==> config.mk <==
export PLATFORM = sky130hd
export DESIGN_NAME = alu_exec_unit
export DESIGN_NICKNAME = d
export VERILOG_FILES = /design/src/rtl/alu_pkg.sv /design/src/rtl/alu_exec_unit_muldiv_seq.sv /design/src/rtl/alu_exec_unit.sv
export SDC_FILE = /design/constraint.sdc
export NUM_CORES = 1
export LEC_CHECK = 0
export ABC_AREA = 1
export CAP_MARGIN = 20
export CORE_MARGIN = 3
export CORE_UTILIZATION = 28
export CTS_CLUSTER_DIAMETER = 40
export DETAILED_ROUTE_END_ITERATION = 6
export GPL_TIMING_DRIVEN = 0
export PLACE_DENSITY = 0.49
export SLEW_MARGIN = 20
export SYNTH_ARGS = -nofsm -noshare
export SYNTH_HDL_FRONTEND = slang
export SYNTH_HIERARCHICAL = 1
export SYNTH_SLANG_ARGS = --single-unit
==> constraint.sdc <==
create_clock -name Clk -period 5.2 [get_ports Clk]
set_clock_uncertainty 0.05 [all_clocks]
set_input_delay 0.52 -clock Clk [delete_from_list [all_inputs] [get_ports Clk]]
set_output_delay 0.52 -clock Clk [all_outputs]
set_load 0.03 [all_outputs]
==> src/rtl/alu_pkg.sv <==
// alu_pkg: ALU control codes, default datapath width and multiply/divide FSM states.
package alu_pkg;
  localparam int DEFAULT_WIDTH = 32;
  localparam logic [3:0] ALU_AND  = 4'b0000;
  localparam logic [3:0] ALU_OR   = 4'b0001;
  localparam logic [3:0] ALU_ADD  = 4'b0010;
  localparam logic [3:0] ALU_XOR  = 4'b0100;
  localparam logic [3:0] ALU_MULT = 4'b0101;
  localparam logic [3:0] ALU_SUB  = 4'b0110;
  localparam logic [3:0] ALU_SLT  = 4'b0111;
  localparam logic [3:0] ALU_SLL  = 4'b1000;
  localparam logic [3:0] ALU_SRL  = 4'b1001;
  localparam logic [3:0] ALU_SRA  = 4'b1010;
  localparam logic [3:0] ALU_DIV  = 4'b1011;
  localparam logic [3:0] ALU_NOR  = 4'b1100;
  typedef enum logic [1:0] {IDLE, RUN, FIX} state_t;
endpackage

==> src/rtl/alu_exec_unit_muldiv_seq.sv <==
// muldiv_seq: iterative signed MULT (shift-add) / DIV (restoring) engine owning HI/LO.
module muldiv_seq
  import alu_pkg::*;
#(
  parameter int WIDTH = DEFAULT_WIDTH,
  parameter int CNT_W = 5
) (
  input  logic             clk_i,
  input  logic             rst_ni,
  input  logic             start_i,
  input  logic [3:0]       op_i,
  input  logic [WIDTH-1:0] a_i,
  input  logic [WIDTH-1:0] b_i,
  output logic             busy_o,
  output logic             done_o,
  output logic [WIDTH-1:0] hi_o,
  output logic [WIDTH-1:0] lo_o
);
  localparam logic [CNT_W-1:0] LAST = CNT_W'(WIDTH - 1);
  state_t state_q, state_d;
  logic [CNT_W-1:0] cnt_q, cnt_d;
  logic div_q, div_d, sb_q, sb_d, bz_q, bz_d, done_q, done_d;
  logic [WIDTH-1:0] a_q, a_d, m_q, m_d, hi_q, hi_d, lo_q, lo_d;
  logic [2*WIDTH-1:0] p_q, p_d, neg_p, step;
  logic [WIDTH-1:0] abs_a, abs_b, q, r, fix_hi, fix_lo;
  logic [WIDTH:0] madd, rsh, diff;
  logic launch, is_div, sgn;
  always_comb begin
    is_div = op_i == ALU_DIV;
    launch = start_i && (op_i == ALU_MULT || is_div);
    abs_a  = a_i[WIDTH-1] ? -a_i : a_i;
    abs_b  = b_i[WIDTH-1] ? -b_i : b_i;
    // p_q holds {accumulator, multiplier} for MULT and {remainder, dividend/quotient} for DIV
    madd   = {1'b0, p_q[2*WIDTH-1:WIDTH]} + (p_q[0] ? {1'b0, m_q} : '0);
    rsh    = p_q[2*WIDTH-1:WIDTH-1];
    diff   = rsh - {1'b0, m_q};
    step   = div_q ? {diff[WIDTH] ? rsh[WIDTH-1:0] : diff[WIDTH-1:0], p_q[WIDTH-2:0], ~diff[WIDTH]}
                   : {madd, p_q[WIDTH-1:1]};
    neg_p  = -p_q;
    q      = p_q[WIDTH-1:0];
    r      = p_q[2*WIDTH-1:WIDTH];
    sgn    = a_q[WIDTH-1] ^ sb_q;
    fix_hi = bz_q ? a_q : div_q ? (a_q[WIDTH-1] ? -r : r) : (sgn ? neg_p[2*WIDTH-1:WIDTH] : r);
    fix_lo = bz_q ? '1  : div_q ? (sgn ? -q : q)          : (sgn ? neg_p[WIDTH-1:0] : q);
    state_d = state_q;
    cnt_d   = cnt_q;
    div_d   = div_q;
    sb_d    = sb_q;
    bz_d    = bz_q;
    a_d     = a_q;
    m_d     = m_q;
    p_d     = p_q;
    hi_d    = hi_q;
    lo_d    = lo_q;
    done_d  = 1'b0;
    if (state_q == IDLE && launch) begin
      state_d = RUN;
      cnt_d   = '0;
      div_d   = is_div;
      sb_d    = b_i[WIDTH-1];
      bz_d    = is_div && b_i == '0;
      a_d     = a_i;
      m_d     = is_div ? abs_b : abs_a;
      p_d     = {{WIDTH{1'b0}}, is_div ? abs_a : abs_b};
    end else if (state_q == RUN) begin
      p_d     = step;
      cnt_d   = cnt_q + 1'b1;
      state_d = cnt_q == LAST ? FIX : RUN;
    end else if (state_q == FIX) begin
      hi_d    = fix_hi;
      lo_d    = fix_lo;
      done_d  = 1'b1;
      state_d = IDLE;
    end
  end
  always_ff @(posedge clk_i or negedge rst_ni) begin
    if (!rst_ni) begin
      state_q <= IDLE;
      cnt_q   <= '0;
      div_q   <= 1'b0;
      sb_q    <= 1'b0;
      bz_q    <= 1'b0;
      a_q     <= '0;
      m_q     <= '0;
      p_q     <= '0;
      hi_q    <= '0;
      lo_q    <= '0;
      done_q  <= 1'b0;
    end else begin
      state_q <= state_d;
      cnt_q   <= cnt_d;
      div_q   <= div_d;
      sb_q    <= sb_d;
      bz_q    <= bz_d;
      a_q     <= a_d;
      m_q     <= m_d;
      p_q     <= p_d;
      hi_q    <= hi_d;
      lo_q    <= lo_d;
      done_q  <= done_d;
    end
  end
  assign busy_o = state_q != IDLE;
  assign done_o = done_q;
  assign hi_o   = hi_q;
  assign lo_o   = lo_q;
endmodule

==> src/rtl/alu_exec_unit.sv <==
// alu_exec_unit: EX-stage ALU; single-cycle ops are combinational, MULT/DIV go to muldiv_seq.
module alu_exec_unit
  import alu_pkg::*;
#(
  parameter int WIDTH = DEFAULT_WIDTH,
  parameter int CNT_W = 5
) (
  input  logic             Clk,
  input  logic             Reset_n,
  input  logic [3:0]       ALU_Control,
  input  logic [WIDTH-1:0] A,
  input  logic [WIDTH-1:0] B,
  input  logic [4:0]       Shamt,
  input  logic             Start,
  output logic [WIDTH-1:0] Result,
  output logic             Zero,
  output logic             Busy,
  output logic             Done,
  output logic [WIDTH-1:0] HI,
  output logic [WIDTH-1:0] LO
);
  logic seq_busy;
  muldiv_seq #(.WIDTH(WIDTH), .CNT_W(CNT_W)) u_muldiv (
    .clk_i  (Clk),
    .rst_ni (Reset_n),
    .start_i(Start),
    .op_i   (ALU_Control),
    .a_i    (A),
    .b_i    (B),
    .busy_o (seq_busy),
    .done_o (Done),
    .hi_o   (HI),
    .lo_o   (LO)
  );
  always_comb begin
    Result = '0;
    case (ALU_Control)
      ALU_AND: Result = A & B;
      ALU_OR:  Result = A | B;
      ALU_ADD: Result = A + B;
      ALU_XOR: Result = A ^ B;
      ALU_SUB: Result = A - B;
      ALU_SLT: Result = {{(WIDTH-1){1'b0}}, $signed(A) < $signed(B)};
      ALU_SLL: Result = B << Shamt;
      ALU_SRL: Result = B >> Shamt;
      ALU_SRA: Result = $signed(B) >>> Shamt;
      ALU_NOR: Result = ~(A | B);
      default: Result = '0;
    endcase
  end
  assign Zero = Result == '0;
  // launching instruction must stall in its own cycle, before the FSM leaves IDLE
  assign Busy = seq_busy || (Start && (ALU_Control == ALU_MULT || ALU_Control == ALU_DIV));
endmodule

==> run metrics, run 1 <==
worst setup path category input pin to output pin; I/O Buffers about 170; hold_ws between 400 and 500 ps; DRT Pass-1 Iters 7; Max Fclk 197.0 MHz; post-route ant nets 0; relative slew slack 28.82%; origin of the critical flop-to-flop path u_muldiv/p_q[0]; register area share after synthesis approximately 17%; die area around 110000 um2; EDFF count, synth 0; Avg Cell Area, Syn 5.491 um2; worst-case clock buffer depth 3; Slew Viols, Final 0; vias in the first global route 33829; WL met3 about 11000 um; H-tree Lvls 1; post-route total power 16.58 mW; max cap viols 0; worst path required time 4630 ps; Synth top area share roughly a quarter; Final period util between 90% and 100%; Sw Share approximately three fifths; Routed met1 length about 70000 um; part of the power in registers 19.0%; unique cell type count in the Yosys netlist between 60 and 70; switching power total 9.845 mW; Tot GR Track Use 29.88%; #FFs+latches synth about 200; # nets final about 5800; top sig layer met4; CTS tree built; first-pass GRT wire length between 200000 and 250000 um; Filler Cell Count between 10000 and 15000; detailed-route via count 36660; Pwr per Cell Area 487.8 nW/um2; final core utilization between 30% and 40%; Overflow after GRT 0; RSZ-0062 raised after global routing no; post-synthesis simple-gate area fraction between 40% and 50%; FF-to-FF End u_muldiv/p_q[53]; standard-cell rows roughly 120; Core ar. roughly 100000 um2; Post-Syn Area around 29000 um2; main combinational cell family by area after synthesis simple AND/OR/NAND/NOR gates; reg2reg path depth 19; Starting Density between 20% and 30%; Post-Synth Adder-Cell Area 7.382%; largest net degree at the start of global routing between 70 and 80; Area Overhead vs Synth 15.67%; Final HPWL DP 142900 um; post-synthesis net count 5599; io pins ~180; Syn Inst Count between 5000 and 6000; synth warn 6; CTS root buffer clkbuf_16; initial antenna violation count 1; clock share of power about an eighth; leak pwr 18.21 nW; status finished clean; CTS Sinks a little over 200; post-synthesis compound-gate area fraction ~13%; largest cells by area after synthesis nand2_1, dfrtp_1, nand3_1, inv_1, ha_1; routed wl met2 around 75000 um; Most used DFF post-synth dfrtp_1; final instance area 33990 um2; crit path DAT 4510 ps; min-delay worst type input pin to asynchronous set/reset pin; FFs w/ async S/R, synth 100.0%; share of cells above drive strength 1 ~5.3%; Clk pin slew, worst setup/hold paths 60 ps; reg-to-reg slack, setup 1680 ps; post-synth top area cell nand2_1; worst ir drop on vdd 0.3217 mV; Final Hold Viols 0; Die Y 330.0 um; Total Routed Length 168300 um; Startpoint Class input pin; Tmin final about 5100 ps; DR WL/cell about 24 um; Logic pwr share ~69%; vias per cell ~5.3; gpl congestion between 1 and 1.5; Internal about 6.7 mW; xor/xnor share of the synthesized area under 10%; mux contribution to synthesized area 0%; DRC viols 0; Crit Path Max Fanout 8; clk_lat worst skew around 610 ps; Setup violations, final 0; DP Area ~33000 um2; measured slew at the worst slew-check pin 1068 ps; Chip Width between 300 and 400 um; element type at the critical path end output pin; Num CTS Buffers 30; DR iter-0 viols between 4000 and 5000
Yosys cell counts (15+ instances only):
cell and instances:
nand4_1 75, xnor2_1 18, and2_1 17, a21oi_1 215, ha_1 167, nor2_2 16
inv_1 780, nand2_1 1872, buf_4 18, o21ai_1 33, buf_2 69, o21ai_0 217
o22ai_1 36, nor2_1 464, xor2_1 50, nand3_1 658, o21bai_1 17, nand3b_1 18
nor3_1 53, nand2_2 30, a31oi_1 20, dfrtp_1 203, clkbuf_1 73, buf_1 15
inv_2 26, o221ai_1 17, o211ai_1 40
worst max-delay path: stages:
cell and delay [ps]:
dlygate4sd2_1 650, inv_1 150, ha_1 310, clkbuf_2 200
inv_1 250, nor2_1 80, nor3_1 500, nand2_1 140
a21oi_2 350, nand3_1 200, nor2_1 160, nand2_1 60
nor2_1 80, nand2_1 80, nor2_1 100, clkdlybuf4s50_1 680
routing by layer:
metal  GRT usage, %  vias up
li1               -    17541
met1          39.77    17133
met2          48.24     1644
met3          2.527      342
met4          15.49        0
met5              0        -
layout by cell type (no fill, tap or decap), types with 19 or more instances in the layout:
cell,count
a21oi_1,211
a31oi_1,20
buf_2,68
clkbuf_1,72
clkbuf_16,30
clkdlybuf4s50_1,117
dfrtp_1,203
dlymetal6s2s_1,34
ha_1,166
inv_1,780
inv_2,26
nand2_1,1872
nand2_2,30
nand3_1,657
nand4_1,75
nor2_1,461
nor2_2,19
nor3_1,52
o211ai_1,40
o21ai_0,216
o21ai_1,34
o22ai_1,36
xor2_1,50
cells by family after synthesis:
kind of cell | after synthesis
AND/OR/NAND/NOR | 3249
flip-flops | 203
adder cells (fa/ha/maj) | 171
buffers and inverters | 1001
AO/OA/AOI/OAI | 660
XOR/XNOR | 68
power by group through the flow:
stage	Combinational [mW]	Clock [mW]	Sequential, mW
after floorplan	7.46	0	2.64
after global placement	11.2	0	3.13
after detailed placement	11.1	0	3.12
after CTS	11.2	2.08	3.10
after global routing	12.5	2.14	3.16
final	11.4	2.04	3.15
cell type report:
type | count | area (um2) | area share, %
inverters | 810 | 3047 | 8.962
multi-input cells | 4148 | 20330 | 59.80
well taps | 1380 | 1727 | 5.079
repair buffers | 174 | 1823 | 5.363
clock inverters | 22 | 214.0 | 0.6294
plain buffers | 191 | 979.7 | 2.882
diodes | 2 | 5.005 | 0.01472
clock buffers | 33 | 792.0 | 2.330
flip-flops and latches | 203 | 5080 | 14.94
state kept, by name, summed over array words and instances (netlist names):
name	count
u_muldiv/done_o	1
u_muldiv/m_q	32
u_muldiv/div_q	1
u_muldiv/sb_q	1
u_muldiv/bz_q	1
u_muldiv/state_q	2
u_muldiv/hi_o	32
u_muldiv/p_q	64
u_muldiv/cnt_q	5
u_muldiv/a_q	32
u_muldiv/lo_o	32
timing repair:
action	CTS	global route
resized for setup	27	59
setup endpoints to repair	3	1
pin swaps	0	0
endpoints found under the hold margin	57	0
setup buffers	0	0
hold buffers	1	0
metrics by stage:
stage	TNS [ps]	cells	worst slack, ps
after floorplan	0	5352	1679
after global placement	-1172640	6903	-5821
after detailed placement	-666.5	6905	-571.8
after CTS	0	6961	8.082
after global routing	0	6961	1.098
final	0	6963	122.7
how the worst max path moves through the flow:
stage / from / end / slack (ps)
global placement: Reset_n / u_muldiv/p_q[9] / -5820
floorplan: A[0] / Zero / 1680
finish: B[28] / Zero / 120
global route: B[31] / Zero / 1
detailed placement: B[0] / Zero / -570
CTS: B[27] / Zero / 8
Note: power is estimated with default switching activity, not from simulation.
==> run 2, diff against run 1 <==
--- a/config.mk
+++ b/config.mk
@@ -12,7 +12,6 @@
 export CTS_CLUSTER_DIAMETER = 40
 export DETAILED_ROUTE_END_ITERATION = 6
 export GPL_TIMING_DRIVEN = 0
-export PLACE_DENSITY = 0.49
 export SLEW_MARGIN = 20
 export SYNTH_ARGS = -nofsm -noshare
 export SYNTH_HDL_FRONTEND = slang
==> run 2 against run 1 <==
  * Cell area is essentially flat
  * Non-clock buffer count is the same
  * Via count up 1.9%
  * Largest power group unchanged
  * Register-to-register slack gained 50 ps
  * Power decreased by 2.2%
  * Critical path type unchanged
  * Fmax shrank 0.83%
  * Sequential share of layout area hardly changed
  * Largest cell class unchanged
  * Worst setup slack got worse by 43 ps
  * Critical path depth rose by 1
  * Core utilization is essentially flat
==> run metrics, run 2 (synthesis results as in run 1) <==
status finished clean; Max Fclk about 200 MHz; # nets final roughly 5800; detailed-route via count around 37000; largest reg by FF count u_muldiv/p_q; Slew Viols, Final 0; share of cells above drive strength 1 around 5.1%; clock share of power around an eighth; Internal 6.838 mW; hold_ws 366.6 ps; element type at the critical path end output pin; Setup violations, final 0; RSZ-0062 raised after global routing no; vias in the first global route ~34000; CTS Sinks just over 200; max cap viols 0; H-tree Lvls 1; Core ar. around 100000 um2; CTS root buffer clkbuf_16; min-delay worst type input pin to asynchronous set/reset pin; Num CTS Buffers 28; worst path required time ~4600 ps; initial antenna violation count 3; gpl congestion between 1 and 1.5; io pins about 180; I/O Buffers between 150 and 200; DRT Pass-1 Iters 7; DR WL/cell 22.23 um; setup TNS 0 ps; Crit Path Max Fanout 7; Tmin final 5120 ps; worst ir drop on vdd around 0.32 mV; clk_lat worst skew 590 ps; number of flip-flops in the largest register 64; origin of the critical flop-to-flop path u_muldiv/p_q[0]; Worst setup startpoint B[0]; Final period util ~98%; standard-cell rows about 120; post-route ant nets 0; CTS tree built; Pwr per Cell Area roughly 480 nW/um2; switching power total roughly 9.4 mW; leak pwr between 15 and 20 nW; final core utilization approximately a third; Die Y ~330 um; Tot GR Track Use a little over a quarter; Total Routed Length about 150000 um; vias per cell 5.368; Clk pin slew, worst setup/hold paths 60 ps; worst-case clock buffer depth 3; part of the power in registers approximately 20%; Final Hold Viols 0; crit path DAT 4550 ps; most frequent cells in the layout nand2_1, inv_1, nand3_1; measured slew at the worst slew-check pin roughly 1000 ps; most common cell after layout, fill and taps aside nand2_1; Sw Share between 50% and 60%; worst setup path category input pin to output pin; Logic pwr share 67.7%; first-pass GRT wire length 221500 um; DR iter-0 viols slightly above 5000; relative slew slack between 30% and 40%; largest net degree at the start of global routing between 90 and 100; Starting Density 28.31%; Chip Width ~330 um; setup bufs post-CTS 0; Area Overhead vs Synth 15.68%; die area 108900 um2; Final HPWL DP between 100000 and 150000 um; Overflow after GRT 0; Startpoint Class input pin; DRC viols 0
==> run 2: changes by cell type in the layout (fill, tap and decap cells not counted), moves of 3 or more <==
cell	previous run	this run
bufinv_16	0	4
clkbuf_2	11	8
inv_6	10	5
clkdlybuf4s15_1	5	0
clkdlybuf4s50_1	117	128
==> run 2: area by class of cell <==
| cell class | instances | area (um2) |
|---|---|---|
| Timing Repair Buffer | 174 | 1838 |
| Inverter | 810 | 3047 |
| Sequential cell | 203 | 5080 |
| Fill cell | 11874 | 69800 |
| Clock inverter | 20 | 285.3 |
| Buffer | 191 | 977.2 |
| Tap cell | 1380 | 1727 |
| Antenna cell | 1 | 2.502 |
| Multi-Input combinational cell | 4148 | 20300 |
| Clock buffer | 32 | 735.7 |
==> run 2: worst paths after layout <==
check,cells after the start,endpoint,slack [ps]
max in group asynchronous,4,u_muldiv/p_q[9],3540
max,17,Zero,80
min,2,u_muldiv/hi_o[6],370
min in group Clk,2,u_muldiv/hi_o[16],430
max reg2reg,19,u_muldiv/p_q[53],1730
min reg2reg,2,u_muldiv/hi_o[16],430
==> run 2: through the flow <==
step	setup slack (ps)	power (mW)	cell area, um2	cells
final	79.96	16.21	34000	6959
after global routing	14.74	17.45	33990	6958
after CTS	0.1159	15.88	33910	6958
after detailed placement	-304.4	13.75	32890	6905
after global placement	-5656	13.71	32830	6903
after floorplan	1679	10.10	29390	5352
==> run 2: worst max-delay path, stage by stage <==
cell and delay (ps):
dlygate4sd2_1 450, ha_1 410, fa_1 540, nand3_1 150, nand3_2 190, nand3_1 130, nand3_1 210, o21ai_0 250
o21ai_0 120, nor2_1 290, nand2_1 200, nor2_1 140, nand2_1 70, nor2_1 80, nand2_1 50, nor2_1 100
clkdlybuf4s50_1 670
==> run 2: power by group through the flow <==
stage                     sequential (mW)  combinational [mW]  clock (mW)
after floorplan                      2.64                7.46           0
after global placement               3.10                10.6           0
after detailed placement             3.11                10.6           0
after CTS                            3.08                10.7        2.10
after global routing                 3.16                12.1        2.17
final                                3.16                11.0        2.07
==> run 2: per-layer routing <==
| layer | wire [um] | vias to the layer above | GRT usage (%) |
|---|---|---|---|
| li1 | - | 17517 | - |
| met1 | 63040 | 17142 | 36.70 |
| met2 | 64350 | 2245 | 41.46 |
| met3 | 15900 | 447 | 3.751 |
| met4 | 11410 | 2 | 15.64 |
| met5 | 13 | - | 0 |
==> run 2: repair_timing <==
| action | 4_1_cts | 5_1_grt |
|---|---|---|
| hold buffers | 1 | 0 |
| pin swaps | 0 | 0 |
| endpoints found under the setup margin | 1 | 1 |
| endpoints found under the hold margin | 37 | 0 |
| resized for setup | 10 | 48 |
